File: src/rtl/edu_tpu_pkg.sv
// Shared types and defaults for the edu_tpu Wishbone initiator.
package edu_tpu_pkg;

  typedef logic [31:0] word_t;

  typedef enum logic [2:0] {
    ST_IDLE,
    ST_FETCH,
    ST_WRITE,
    ST_GAP,
    ST_SETTLE,
    ST_READ,
    ST_RESULT
  } state_t;

  localparam word_t DEF_BASE_ADDRESS  = 32'h3000_0000;
  localparam int    DEF_N_WEIGHT      = 4;
  localparam int    DEF_N_INPUT       = 6;
  localparam int    DEF_N_RESULT      = 5;
  localparam int    DEF_SETTLE_CYCLES = 32;
  localparam int    DEF_TIMEOUT       = 255;

  // Word counter width; job sizes must stay below 2**CNT_W.
  localparam int    CNT_W             = 8;

endpackage

File: src/rtl/tpu_wb_master_if.sv
// Wishbone classic bus between the initiator and the accelerator responder.
interface tpu_wb_master_if;
  import edu_tpu_pkg::*;

  logic       wb_cyc_o;
  logic       wb_stb_o;
  logic       wb_we_o;
  logic [3:0] wb_sel_o;
  word_t      wb_adr_o;
  word_t      wb_dat_o;
  word_t      wb_dat_i;
  logic       wb_ack_i;

  modport master (
    output wb_cyc_o, wb_stb_o, wb_we_o, wb_sel_o, wb_adr_o, wb_dat_o,
    input  wb_dat_i, wb_ack_i
  );

  modport slave (
    input  wb_cyc_o, wb_stb_o, wb_we_o, wb_sel_o, wb_adr_o, wb_dat_o,
    output wb_dat_i, wb_ack_i
  );
endinterface

File: src/rtl/tpu_wb_watchdog.sv
// Bus watchdog: counts strobe cycles without ack, flags expiry on the last one.
module tpu_wb_watchdog #(
  parameter int LIMIT = 255,
  parameter int W     = 8
) (
  input  logic clk,
  input  logic rst_n,
  input  logic clr,
  input  logic en,
  output logic expired
);

  logic [W-1:0] cnt;

  // Count waiting cycles; clear takes priority so every new strobe starts at 0.
  always_ff @(posedge clk or negedge rst_n) begin
    if (!rst_n)    cnt <= '0;
    else if (clr)  cnt <= '0;
    else if (en)   cnt <= cnt + 1'b1;
  end

  // Asserted during the LIMIT-th waiting cycle so the strobe lasts exactly LIMIT cycles.
  assign expired = en && (cnt == W'(LIMIT - 1));

endmodule

File: src/rtl/tpu_wb_master.sv
// Wishbone classic initiator: streams weights/inputs into edu_tpu, then reads results.
module tpu_wb_master
  import edu_tpu_pkg::*;
#(
  parameter word_t BASE_ADDRESS  = DEF_BASE_ADDRESS,
  parameter int    N_WEIGHT      = DEF_N_WEIGHT,
  parameter int    N_INPUT       = DEF_N_INPUT,
  parameter int    N_RESULT      = DEF_N_RESULT,
  parameter int    SETTLE_CYCLES = DEF_SETTLE_CYCLES,  // must be >= 1
  parameter int    TIMEOUT       = DEF_TIMEOUT         // must be 1..256
) (
  input  logic  wb_clk_i,
  input  logic  wb_rst_n_i,
  input  logic  start_i,
  input  logic  src_valid_i,
  input  word_t src_data_i,
  output logic  src_ready_o,
  output logic  res_valid_o,
  output word_t res_data_o,
  input  logic  res_ready_i,
  output logic  busy_o,
  output logic  done_o,
  output logic  err_o,
  tpu_wb_master_if.master bus
);

  // Weights and inputs share one address; the counter alone separates the phases.
  localparam logic [CNT_W-1:0] N_WORDS_C   = CNT_W'(N_WEIGHT + N_INPUT);
  localparam logic [CNT_W-1:0] N_RESULT_C  = CNT_W'(N_RESULT);
  localparam logic [15:0]      SETTLE_LAST = 16'(SETTLE_CYCLES - 1);

  state_t           state, nxt;
  logic [CNT_W-1:0] cnt, cnt_inc;
  logic [15:0]      scnt;
  word_t            wdat_q, rdat_q;
  logic             cyc_q, stb_q, we_q, busy_q, done_q, err_q, rvld_q;
  logic             cyc_d, stb_d, we_d, busy_d, done_d, err_d, rvld_d;
  logic             ack, accept, wd_expired;

  // A lingering registered ack after stb falls must never count.
  assign ack     = bus.wb_ack_i && stb_q;
  assign cnt_inc = cnt + 1'b1;
  // done_q blocks a start that coincides with the completion pulse.
  assign accept  = (state == ST_IDLE) && start_i && !done_q;

  tpu_wb_watchdog #(.LIMIT(TIMEOUT), .W(8)) u_wd (
    .clk     (wb_clk_i),
    .rst_n   (wb_rst_n_i),
    .clr     (!stb_q),
    .en      (stb_q && !bus.wb_ack_i),
    .expired (wd_expired)
  );

  // State register.
  always_ff @(posedge wb_clk_i or negedge wb_rst_n_i) begin
    if (!wb_rst_n_i) state <= ST_IDLE;
    else             state <= nxt;
  end

  // Next-state decode.
  always_comb begin
    nxt = state;
    unique case (state)
      ST_IDLE:   if (accept) nxt = ST_FETCH;
      ST_FETCH:  if (src_valid_i) nxt = ST_WRITE;
      ST_WRITE:  if (ack) nxt = ST_GAP;
                 else if (wd_expired) nxt = ST_IDLE;
      ST_GAP:    nxt = (cnt < N_WORDS_C) ? ST_FETCH : ST_SETTLE;
      ST_SETTLE: if (scnt == SETTLE_LAST) nxt = ST_READ;
      ST_READ:   if (ack) nxt = ST_RESULT;
                 else if (wd_expired) nxt = ST_IDLE;
      ST_RESULT: if (res_ready_i) nxt = (cnt_inc < N_RESULT_C) ? ST_READ : ST_IDLE;
      default:   nxt = ST_IDLE;
    endcase
  end

  // Output decode: next-cycle values for the registered outputs, plus src_ready.
  always_comb begin
    cyc_d       = (nxt == ST_WRITE) || (nxt == ST_READ);
    stb_d       = cyc_d;
    we_d        = (nxt == ST_WRITE);
    busy_d      = (nxt != ST_IDLE);
    done_d      = (state == ST_RESULT) && (nxt == ST_IDLE);
    err_d       = err_q;
    if (accept)     err_d = 1'b0;
    if (wd_expired) err_d = 1'b1;
    rvld_d      = rvld_q;
    if ((state == ST_READ) && ack)           rvld_d = 1'b1;
    if ((state == ST_RESULT) && res_ready_i) rvld_d = 1'b0;
    if (wd_expired)                          rvld_d = 1'b0;
    src_ready_o = (state == ST_FETCH);
  end

  // Output registers and datapath (counters, write/read data).
  always_ff @(posedge wb_clk_i or negedge wb_rst_n_i) begin
    if (!wb_rst_n_i) begin
      cyc_q  <= 1'b0;
      stb_q  <= 1'b0;
      we_q   <= 1'b0;
      busy_q <= 1'b0;
      done_q <= 1'b0;
      err_q  <= 1'b0;
      rvld_q <= 1'b0;
      cnt    <= '0;
      scnt   <= '0;
      wdat_q <= '0;
      rdat_q <= '0;
    end else begin
      cyc_q  <= cyc_d;
      stb_q  <= stb_d;
      we_q   <= we_d;
      busy_q <= busy_d;
      done_q <= done_d;
      err_q  <= err_d;
      rvld_q <= rvld_d;
      scnt   <= (state == ST_SETTLE) ? scnt + 1'b1 : '0;
      if (accept)                              cnt <= '0;
      if ((state == ST_WRITE) && ack)          cnt <= cnt_inc;
      if ((state == ST_GAP) && (nxt == ST_SETTLE)) cnt <= '0;
      if ((state == ST_RESULT) && res_ready_i) cnt <= cnt_inc;
      if ((state == ST_FETCH) && src_valid_i)  wdat_q <= src_data_i;
      if ((state == ST_READ) && ack)           rdat_q <= bus.wb_dat_i;
    end
  end

  assign bus.wb_cyc_o = cyc_q;
  assign bus.wb_stb_o = stb_q;
  assign bus.wb_we_o  = we_q;
  assign bus.wb_sel_o = stb_q ? 4'hF : 4'h0;
  assign bus.wb_adr_o = BASE_ADDRESS;
  assign bus.wb_dat_o = wdat_q;
  assign res_valid_o  = rvld_q;
  assign res_data_o   = rdat_q;
  assign busy_o       = busy_q;
  assign done_o       = done_q;
  assign err_o        = err_q;

endmodule

File: src/flat_wrapper.sv
// flat-port wrapper written by rule: the top's interface ports become plain ports
module tpu_wb_master_flat import edu_tpu_pkg::*;
#(
  parameter word_t BASE_ADDRESS  = DEF_BASE_ADDRESS,
  parameter int    N_WEIGHT      = DEF_N_WEIGHT,
  parameter int    N_INPUT       = DEF_N_INPUT,
  parameter int    N_RESULT      = DEF_N_RESULT,
  parameter int    SETTLE_CYCLES = DEF_SETTLE_CYCLES,                 
  parameter int    TIMEOUT       = DEF_TIMEOUT                          
)
  (wb_clk_i, wb_rst_n_i, start_i, src_valid_i, src_data_i, src_ready_o, res_valid_o, res_data_o, res_ready_i, busy_o, done_o, err_o, bus_wb_cyc_o, bus_wb_stb_o, bus_wb_we_o, bus_wb_sel_o, bus_wb_adr_o, bus_wb_dat_o, bus_wb_dat_i, bus_wb_ack_i);
  tpu_wb_master_if bus_i ();
  input  logic wb_clk_i;
  input  logic wb_rst_n_i;
  input  logic start_i;
  input  logic src_valid_i;
  input  word_t src_data_i;
  output logic src_ready_o;
  output logic res_valid_o;
  output word_t res_data_o;
  input  logic res_ready_i;
  output logic busy_o;
  output logic done_o;
  output logic err_o;
  output wire logic [$bits(bus_i.wb_cyc_o)-1:0] bus_wb_cyc_o;
  output wire logic [$bits(bus_i.wb_stb_o)-1:0] bus_wb_stb_o;
  output wire logic [$bits(bus_i.wb_we_o)-1:0] bus_wb_we_o;
  output wire logic [$bits(bus_i.wb_sel_o)-1:0] bus_wb_sel_o;
  output wire logic [$bits(bus_i.wb_adr_o)-1:0] bus_wb_adr_o;
  output wire logic [$bits(bus_i.wb_dat_o)-1:0] bus_wb_dat_o;
  input wire logic [$bits(bus_i.wb_dat_i)-1:0] bus_wb_dat_i;
  input wire logic [$bits(bus_i.wb_ack_i)-1:0] bus_wb_ack_i;
  assign bus_wb_cyc_o = bus_i.wb_cyc_o;
  assign bus_wb_stb_o = bus_i.wb_stb_o;
  assign bus_wb_we_o = bus_i.wb_we_o;
  assign bus_wb_sel_o = bus_i.wb_sel_o;
  assign bus_wb_adr_o = bus_i.wb_adr_o;
  assign bus_wb_dat_o = bus_i.wb_dat_o;
  assign bus_i.wb_dat_i = bus_wb_dat_i;
  assign bus_i.wb_ack_i = bus_wb_ack_i;
  tpu_wb_master #(.BASE_ADDRESS(BASE_ADDRESS), .N_WEIGHT(N_WEIGHT), .N_INPUT(N_INPUT), .N_RESULT(N_RESULT), .SETTLE_CYCLES(SETTLE_CYCLES), .TIMEOUT(TIMEOUT)) u_core (.wb_clk_i(wb_clk_i), .wb_rst_n_i(wb_rst_n_i), .start_i(start_i), .src_valid_i(src_valid_i), .src_data_i(src_data_i), .src_ready_o(src_ready_o), .res_valid_o(res_valid_o), .res_data_o(res_data_o), .res_ready_i(res_ready_i), .busy_o(busy_o), .done_o(done_o), .err_o(err_o), .bus(bus_i));
endmodule
File: config.mk
export PLATFORM = sky130hd
export DESIGN_NAME = tpu_wb_master_flat
export DESIGN_NICKNAME = d
export VERILOG_FILES = /design/src/rtl/edu_tpu_pkg.sv /design/src/rtl/tpu_wb_master_if.sv /design/src/rtl/tpu_wb_watchdog.sv /design/src/rtl/tpu_wb_master.sv /design/src/flat_wrapper.sv
export SDC_FILE = /design/constraint.sdc
export NUM_CORES = 1
export LEC_CHECK = 0
export ABC_AREA = 1
export ABC_CLOCK_PERIOD_IN_PS = 3000
export CAP_MARGIN = 30
export CORE_MARGIN = 1
export CORE_UTILIZATION = 46
export DETAILED_ROUTE_END_ITERATION = 10
export MAX_ROUTING_LAYER = met4
export PLACE_DENSITY = 0.82
export SYNTH_ARGS = -nofsm -noshare
export SYNTH_HDL_FRONTEND = slang
export SYNTH_SLANG_ARGS = --single-unit
File: constraint.sdc
create_clock -name wb_clk_i -period 3 [get_ports wb_clk_i]
set_clock_uncertainty 0.15 [all_clocks]
set_input_delay 0.9 -clock wb_clk_i [delete_from_list [all_inputs] [get_ports wb_clk_i]]
set_output_delay 0.9 -clock wb_clk_i [all_outputs]
set_load 0.01 [all_outputs]
==> out/qor.yml, run 1 <==
status:
  status: "finished, final reports clean"
cts:
  cts.sinks: 105
  cts-root-buf: "clkbuf_8"
  htree_num_levels: 3
  tritoncts: "built"
  holdBufCountCts: 0
  clk_pin_slew_ns: 0.11
  numCtsBuffers: 9
  postCtsResizedCells: 0
  clk_latency_ns: 0.39
  clock_path_buffers: 2
  cts_setup_buffers: 0
cells_and_area:
  antennaDiodeCount: 0
  fillers: 842
  drive_above_1_share: 0.0970
  nets: 761
  syn2layout_area_growth_pct: 32.9
  instances_no_fill: 827
  final_cell_area_um2: 6620
  fin_util: 0.635
floorplan:
  chipHeight_um: 106
  die_area_um2: 11200
  rows: 37
  coreArea_um2: 10400
  initial_utilization: 0.478
  ios: 178
  die_w_um: 106
yosys:
  ys_seq_area_frac: 0.528
  ys_seq_elements: 105
  postSynthAreaPerCell_um2: 9.14
  syn_area_um2: 4980
  synthCells: 545
  async_flop_share: 1.00
  synth.distinct_cells: 33
  yosys_warnings: 0
  synth_edf_count: 0
  synth_top_flop_cell: "dfrtp_1"
pwr:
  ir_drop_uv: 691
  p_total_mw: 5.00
  powerDensity_nw_per_um2: 756
  p_leak_nw: 3.15
global_routing:
  grt_pass1_wl_um: 19500
  grt_pass1_vias: 4125
  antenna_found_initial: 0
  overflow: 0
  grt_usage: 0.230
  grt_max_degree: 43
placed_design:
  hpwl_um: 8490
  numPortBuffers: 145
  place_area_um2: 6400
  dp_slack_ns: 0.412
  place_congestion: 0.853
  placedCellCount: 811
route:
  drt-initial-drc-count: 163
  drtAntennaViolNets: 0
  dr.pass1.iters: 5
  drc_errors: 0
  vias_per_cell: 4.96
  wl_per_cell_um: 14.1
  wl_um: 11600
  via_count: 4106
setup_path:
  worstPathRequired_ns: 1.95
  r2r.worst_path.cells: 11
  cp_max_fo: 6
  cp-end-kind: "primary output"
  crit_path_start_kind: "flip-flop"
  cpMaxStageDelayCell: "clkdlybuf4s50_1"
  path_delay_family: "buffers and inverters"
  cp_data_arrival_time_ns: 1.75
  cp.depth: 4
  path_class: "reg2out"
  cp_slowest_stage_delay_ns: 0.54
  path_buf_inv: 2
  path_cells: "nor2_1 -> nand2_2 -> inv_2 -> clkdlybuf4s50_1"
sta:
  setup_viol: 0
  fin_crit_sh: 0.932
  fin_hold_ws_ns: 0.312
  tns_ns: 0
  min_period_ns: 2.80
  relSlewSlack: 0.636
  rsz0062_at_grt: "false"
  fmax_ghz: 0.358
  maxSlewViolCount: 0
  worst_slack_ns: 0.205
  worst_pin_slew_ns: 0.545
  hold_viol: 0
flow_run:
  maxCapViolCount: 0
min_path:
  min_path_cells: 1
  hold_class: "reg2reg"
## path summary, 6_finish.rpt
kind                                      start                     end  slack, ns
worst max-delay path            u_core.state[1]             src_ready_o       0.20
worst min-delay path             u_core.scnt[0]          u_core.scnt[0]       0.31
worst max register to register    u_core.cnt[0]     u_core.bus.wb_cyc_o       1.12
worst min register to register   u_core.scnt[0]          u_core.scnt[0]       0.31
max in group asynchronous            wb_rst_n_i  u_core.bus.wb_dat_o[5]       1.54
min in group asynchronous            wb_rst_n_i   u_core.res_data_o[28]       0.33
## logic make-up (layout without fill, tap and decap cells)
| group | Yosys count | in the layout | share of synthesized area |
|---|---|---|---|
| compound gates | 36 | 36 | 0.0392 |
| other cells | 2 | 32 | 0.00151 |
| fa+ha+maj | 5 | 5 | 0.0126 |
| simple gates | 261 | 261 | 0.226 |
| flops | 105 | 105 | 0.528 |
| mux | 32 | 32 | 0.0724 |
| xor+xnor | 6 | 6 | 0.0106 |
| buf+inv | 98 | 214 | 0.110 |
## metal layers
layer	part of all wire	global-route usage
met5	0	-
met4	0.022	0.0813
met3	0.073	0.0736
met2	0.48	0.372
met1	0.42	0.270
## power breakdown
part           leakage (nW)  total (mW)  internal, mW  switching (mW)
Clock                 0.111       0.959         0.428           0.531
Sequential             1.38        2.08          1.83           0.248
Combinational          1.66        1.97          1.12           0.848
Total                  3.15        5.00          3.37            1.63
## sequential cells by signal, summed over array words and instances, names as in the netlist, 3 cells and up
| register | flops |
|---|---|
| u_core.cnt | 8 |
| u_core.scnt | 16 |
| u_core.res_data_o | 32 |
| u_core.u_wd.cnt | 8 |
| u_core.bus.wb_dat_o | 32 |
| u_core.state | 3 |
## worst register-to-register path, cell delays in order, from the launching register on
cell	delay [ns]
dfrtp_1	0.46
ha_1	0.21
nand2_1	0.12
nor2_1	0.16
nand2_1	0.07
nand2_1	0.06
nand2_1	0.06
nor2_1	0.14
nand3_2	0.14
nand2_1	0.12
nand3_1	0.07
nand2_1	0.06
## cell type report
class / count / area, um^2 / share of cell area
Sequential cell: 105 / 2630 / 0.397
Inverter: 49 / 184 / 0.0278
Tap cell: 136 / 170 / 0.0257
Multi-Input combinational cell: 372 / 1920 / 0.290
Timing Repair Buffer: 149 / 1500 / 0.227
Clock buffer: 10 / 138 / 0.0208
Clock inverter: 6 / 78.8 / 0.0119
## cell usage after synthesis, types with 3 or more instances
master      n  area [um^2]
nand2_1   158          593
dfrtp_1   105         2630
nor2_1     48          180
inv_1      46          173
buf_4      40          300
mux2_2     30          338
nand3_1    19         95.1
o21ai_0    17         85.1
nor3_1     12         60.1
a21oi_1    11         55.1
nand4_1     8         50.1
clkbuf_1    5         18.8
ha_1        5         62.6
o22ai_1     5         31.3
xor2_1      5         43.8
buf_6       4         45.0
inv_2       3         11.3
nand2_2     3         18.8
nor2_2      3         18.8
nor4_1      3         18.8
## placed cells by master (no fill, tap or decap), types with 3 or more instances in the layout
cell type / synthesis / final
conb_1: 2 / 32
inv_1: 46 / 46
mux2_2: 30 / 30
nand2_2: 3 / 3
o21ai_0: 17 / 17
ha_1: 5 / 5
clkbuf_8: 0 / 10
o22ai_1: 5 / 5
a21oi_1: 11 / 11
buf_4: 40 / 3
nand4_1: 8 / 8
nand2_1: 158 / 158
nor3_1: 12 / 12
xor2_1: 5 / 5
nor2_2: 3 / 3
dfrtp_1: 105 / 105
nor2_1: 48 / 48
nand3_1: 19 / 19
clkdlybuf4s50_1: 0 / 144
nor4_1: 3 / 3
inv_2: 3 / 3
(Power assumes the default switching activity.)
==> run 2, diff against run 1 <==
--- a/config.mk
+++ b/config.mk
@@ -11,6 +11,7 @@
 export CORE_MARGIN = 1
 export CORE_UTILIZATION = 46
 export DETAILED_ROUTE_END_ITERATION = 10
+export GPL_ROUTABILITY_DRIVEN = 0
 export MAX_ROUTING_LAYER = met4
 export PLACE_DENSITY = 0.82
 export SYNTH_ARGS = -nofsm -noshare
==> out/qor.yml, run 2 (same netlist as run 1, synthesis figures left out) <==
status:
  status: "finished, final reports clean"
floorplan:
  die_area_um2: 11200  # unchanged
  die_w_um: 106  # unchanged
  ios: 178  # unchanged
  chipHeight_um: 106  # unchanged
  initial_utilization: 0.478  # unchanged
  coreArea_um2: 10400  # unchanged
  rows: 37  # unchanged
placed_design:
  place_area_um2: 6410  # +0.12%
  numPortBuffers: 145  # unchanged
  dp_slack_ns: 0.431  # +0.0191 ns
  hpwl_um: 8370  # -1.4%
pwr:
  ir_drop_uv: 499  # -28%
  p_total_mw: 4.90  # -1.9%
  powerDensity_nw_per_um2: 742  # -1.8%
  p_leak_nw: 3.15  # -0.13%
sta:
  tns_ns: 0  # unchanged
  setup_viol: 0  # unchanged
  fin_crit_sh: 0.930  # -0.00136
  min_period_ns: 2.79  # -0.00407 ns
  hold_viol: 0  # unchanged
  rsz0062_at_grt: "false"
  worst_pin_slew_ns: 0.719  # +0.173 ns
  relSlewSlack: 0.521  # -0.116
  maxSlewViolCount: 0  # unchanged
  worst_slack_ns: 0.209  # +0.00407 ns
  fmax_ghz: 0.358  # +0.15%
min_path:
  min_from: "u_core.scnt[0]"
  hold_class: "reg2reg"
cells_and_area:
  nets: 762  # +0.13%
  final_cell_area_um2: 6610  # -0.19%
  regArea_um2: 2630  # unchanged
  fillers: 857  # +1.8%
  syn2layout_area_growth_pct: 32.7
  final_common_cell: "nand2_1"
  fin_util: 0.634  # -0.00120
  layout_common_cells: "nand2_1, clkdlybuf4s50_1, dfrtp_1, nor2_1, inv_1"
  antennaDiodeCount: 0  # unchanged
  drive_above_1_share: 0.0983  # +0.00130
  multiInputGateArea_um2: 1920  # unchanged
cts:
  cts.sinks: 105  # unchanged
  cts_setup_buffers: 0  # unchanged
  cts-root-buf: "clkbuf_8"
  clock_path_buffers: 2  # unchanged
  numCtsBuffers: 9  # unchanged
  postCtsResizedCells: 0  # unchanged
  htree_num_levels: 3  # unchanged
  clk_latency_ns: 0.38  # about the same
  tritoncts: "built"
  clk_pin_slew_ns: 0.10  # about the same
  holdBufCountCts: 0  # unchanged
global_routing:
  grt_usage: 0.223  # -0.00705
  grt_pass1_wl_um: 19000  # -2.4%
  grt_max_degree: 57  # +33%
  grt_pass1_vias: 4063  # -1.5%
  antenna_found_initial: 0  # unchanged
  overflow: 0  # unchanged
setup_path:
  crit_start: "u_core.state[1]"
  cp_max_fo: 6  # unchanged
  crit_path_start_kind: "flip-flop"
  cp-end-kind: "primary output"
  path_class: "reg2out"
  worstPathRequired_ns: 1.95  # about the same
  cp_data_arrival_time_ns: 1.74  # about the same
  r2r_start: "u_core.cnt[0]"
route:
  dr.pass1.iters: 4  # -1
  drtAntennaViolNets: 0  # unchanged
  wl_per_cell_um: 13.7  # -2.4%
  wl_um: 11400  # -2.3%
  via_count: 4016  # -2.2%
  drc_errors: 0  # unchanged
  drt-initial-drc-count: 155  # -4.9%
  vias_per_cell: 4.85  # -2.3%
flow_run:
  maxCapViolCount: 0  # unchanged
run 2: layout make-up:
| class | instances | share of cell area |
|---|---|---|
| Sequential cell | 105 | 0.398 |
| Multi-Input combinational cell | 372 | 0.290 |
| Timing Repair Buffer | 150 | 0.229 |
| Inverter | 49 | 0.0278 |
| Tap cell | 136 | 0.0258 |
| Clock buffer | 10 | 0.0208 |
| Clock inverter | 6 | 0.00890 |
run 2: final timing paths:
check                                         end  slack (ns)  cells after the start
min reg2reg                        u_core.scnt[0]        0.32                      1
min                                u_core.scnt[0]        0.32                      1
max in group asynchronous  u_core.bus.wb_dat_o[5]        1.57                      2
max reg2reg                   u_core.bus.wb_cyc_o        1.16                     11
max                                   src_ready_o        0.21                      4
min in group asynchronous   u_core.res_data_o[28]        0.39                      1
run 2: layer usage:
layer | up-vias | routed length, um | share of wire | global-route usage
met1 | 1885 | 4770 | 0.42 | 0.266
met3 | 17 | 811 | 0.071 | 0.0644
met4 | 0 | 208 | 0.018 | 0.0893
li1 | 1946 | - | - | -
met5 | - | 0 | 0 | -
met2 | 168 | 5570 | 0.49 | 0.356
run 2: power breakdown:
| group | internal, mW | switching, mW | leakage (nW) |
|---|---|---|---|
| clock | 0.345 | 0.530 | 0.102 |
| combinational | 1.12 | 0.839 | 1.67 |
| sequential | 1.83 | 0.243 | 1.38 |
run 2: stage by stage:
stage | hold WS, ns | std cells
floorplan | 0.283 | 575
global placement | 0.297 | 812
detailed placement | 0.303 | 812
CTS | 0.319 | 828
global route | 0.333 | 828
finish | 0.315 | 828
run 2: critical path, stage by stage (launching register included):
cell and delay (ns):
dfrtp_1 0.47, nor2_1 0.19, nand2_2 0.08, inv_2 0.09
clkdlybuf4s50_1 0.54
==> run 3, diff against run 2 <==
--- a/config.mk
+++ b/config.mk
@@ -9,11 +9,12 @@
 export ABC_CLOCK_PERIOD_IN_PS = 3000
 export CAP_MARGIN = 30
 export CORE_MARGIN = 1
-export CORE_UTILIZATION = 46
+export CORE_UTILIZATION = 49
 export DETAILED_ROUTE_END_ITERATION = 10
 export GPL_ROUTABILITY_DRIVEN = 0
 export MAX_ROUTING_LAYER = met4
-export PLACE_DENSITY = 0.82
+export PLACE_DENSITY = 0.86
+export REMOVE_ABC_BUFFERS = 1
 export SYNTH_ARGS = -nofsm -noshare
 export SYNTH_HDL_FRONTEND = slang
 export SYNTH_SLANG_ARGS = --single-unit
==> out/qor.yml, run 3 (same netlist as run 1, synthesis figures left out) <==
floorplan:
  die_area_um2: 10600  # -6.0%
  rows: 36  # -2.7%
  initial_utilization: 0.507  # +0.0291
  chipHeight_um: 103  # -3.1%
  die_w_um: 103  # -3.1%
  ios: 178  # unchanged
  coreArea_um2: 9820  # -5.7%
global_routing:
  grt_pass1_vias: 4090  # +0.66%
  antenna_found_initial: 0  # unchanged
  overflow: 0  # unchanged
  grt_usage: 0.243  # +0.0204
  grt_max_degree: 51  # -11%
  grt_pass1_wl_um: 18900  # -0.29%
status:
  status: "finished, final reports clean"
placed_design:
  numPortBuffers: 145  # unchanged
  hpwl_um: 8840  # +5.6%
cells_and_area:
  syn2layout_area_growth_pct: 32.3
  drive_above_1_share: 0.0957  # -0.00261
  final_common_cell: "nand2_1"
  antennaDiodeCount: 0  # unchanged
  fillers: 754  # -12%
  regArea_um2: 2630  # unchanged
  nets: 761  # -0.13%
  multiInputGateArea_um2: 1920  # unchanged
  layout_common_cells: "nand2_1, clkdlybuf4s50_1, dfrtp_1, nor2_1, inv_1"
pwr:
  clkPwrFrac: 0.172  # -0.007
  seqPwrFrac: 0.427  # +0.005
  ir_drop_uv: 513  # +2.9%
  p_total_mw: 4.91  # +0.19%
  pwr-share-comb: 0.402  # +0.003
  p_leak_nw: 3.14  # -0.31%
  p_int_mw: 3.28  # -0.27%
  p_sw_frac: 0.332  # +0.00306
  powerDensity_nw_per_um2: 746  # +0.49%
  switchingPower_mw: 1.63  # +1.1%
sta:
  min_period_ns: 2.81  # +0.0167 ns
  relSlewSlack: 0.572  # +0.0510
  fmax_ghz: 0.356  # -0.59%
  fin_crit_sh: 0.936  # +0.00556
  fin_hold_ws_ns: 0.313  # -0.00185 ns
  worst_pin_slew_ns: 0.642  # -0.0765 ns
  tns_ns: 0  # unchanged
  rsz0062_at_grt: "false"
  maxSlewViolCount: 0  # unchanged
  hold_viol: 0  # unchanged
  setup_viol: 0  # unchanged
route:
  vias_per_cell: 5.02  # +3.4%
  via_count: 4129  # +2.8%
  dr.pass1.iters: 4  # unchanged
  wl_per_cell_um: 14.4  # +5.1%
  drtAntennaViolNets: 0  # unchanged
  wl_um: 11900  # +4.4%
  drc_errors: 0  # unchanged
  drt-initial-drc-count: 190  # +23%
cts:
  holdBufCountCts: 0  # unchanged
  htree_num_levels: 3  # unchanged
  numCtsBuffers: 9  # unchanged
  clock_path_buffers: 2  # unchanged
  clk_pin_slew_ns: 0.10  # about the same
  cts.sinks: 105  # unchanged
  cts_setup_buffers: 0  # unchanged
  clk_latency_ns: 0.37  # about the same
  tritoncts: "built"
  cts-root-buf: "clkbuf_8"
  postCtsResizedCells: 0  # unchanged
setup_path:
  r2r-end: "u_core.done_o"
  worstPathRequired_ns: 1.95  # about the same
  r2r.worst_path.cells: 8  # -3
  r2r_start: "u_core.state[1]"
  cp_max_fo: 6  # unchanged
  crit_end: "src_ready_o"
  path_class: "reg2out"
  crit_path_start_kind: "flip-flop"
  reg2reg_slack_ns: 1.05  # -0.11 ns
  cp_data_arrival_time_ns: 1.76  # +0.02 ns
  crit_start: "u_core.state[1]"
  cp-end-kind: "primary output"
flow_run:
  maxCapViolCount: 0  # unchanged
min_path:
  hold_class: "reg2reg"
==> run 3: cell types whose count changed in the layout (fill, tap and decap cells not counted), sizes merged <==
cell,change
inv,-2
buf,-1
clkinv,+1
==> run 3: cell type report <==
class                   instances  area share
repair buffers                149       0.228
flip-flops and latches        105       0.399
clock inverters                 5     0.00760
multi-input cells             372       0.291
clock buffers                  10      0.0209
inverters                      49      0.0279
well taps                     133      0.0253
==> run 3: stage by stage <==
step	util	cells	setup WS (ns)	cell area, um^2
floorplan	-	526	0.579	4730
CTS	0.671	823	0.180	6590
finish	0.671	823	0.192	6590
global route	0.671	823	0.120	6590
detailed placement	0.652	808	0.390	6400
global placement	0.652	808	0.444	6400
==> run 3: power groups by stage <==
stage               registers (mW)  logic (mW)  clock network (mW)
floorplan                     2.27       0.645                   0
global placement              2.09        1.92                   0
detailed placement            2.12        1.98                   0
CTS                           2.10        1.99               0.857
global route                  2.14        2.11               0.906
finish                        2.10        1.97               0.843
==> run 3: worst min-delay path by stage <==
stage                              start             end  slack [ns]  cells after the start
after floorplan           u_core.scnt[0]  u_core.scnt[0]        0.28                      1
after global placement    u_core.scnt[0]  u_core.scnt[0]        0.30                      1
after detailed placement  u_core.scnt[0]  u_core.scnt[0]        0.30                      1
after CTS                 u_core.scnt[0]  u_core.scnt[0]        0.31                      1
after global routing      u_core.scnt[0]  u_core.scnt[0]        0.34                      1
final                     u_core.scnt[0]  u_core.scnt[0]        0.31                      1
==> run 3: worst max-delay path, cell delays in order (launching register included) <==
cell and delay (ns):
dfrtp_1 0.47, nor2_1 0.19, nand2_2 0.08, inv_2 0.11
clkdlybuf4s50_1 0.55
==> run 3: per-layer routing <==
layer,share of wire,global-route usage,vias up
met1,0.39,0.283,1970
met5,0,-,-
li1,-,-,1941
met4,0.023,0.0791,0
met3,0.070,0.0603,24
met2,0.52,0.413,194
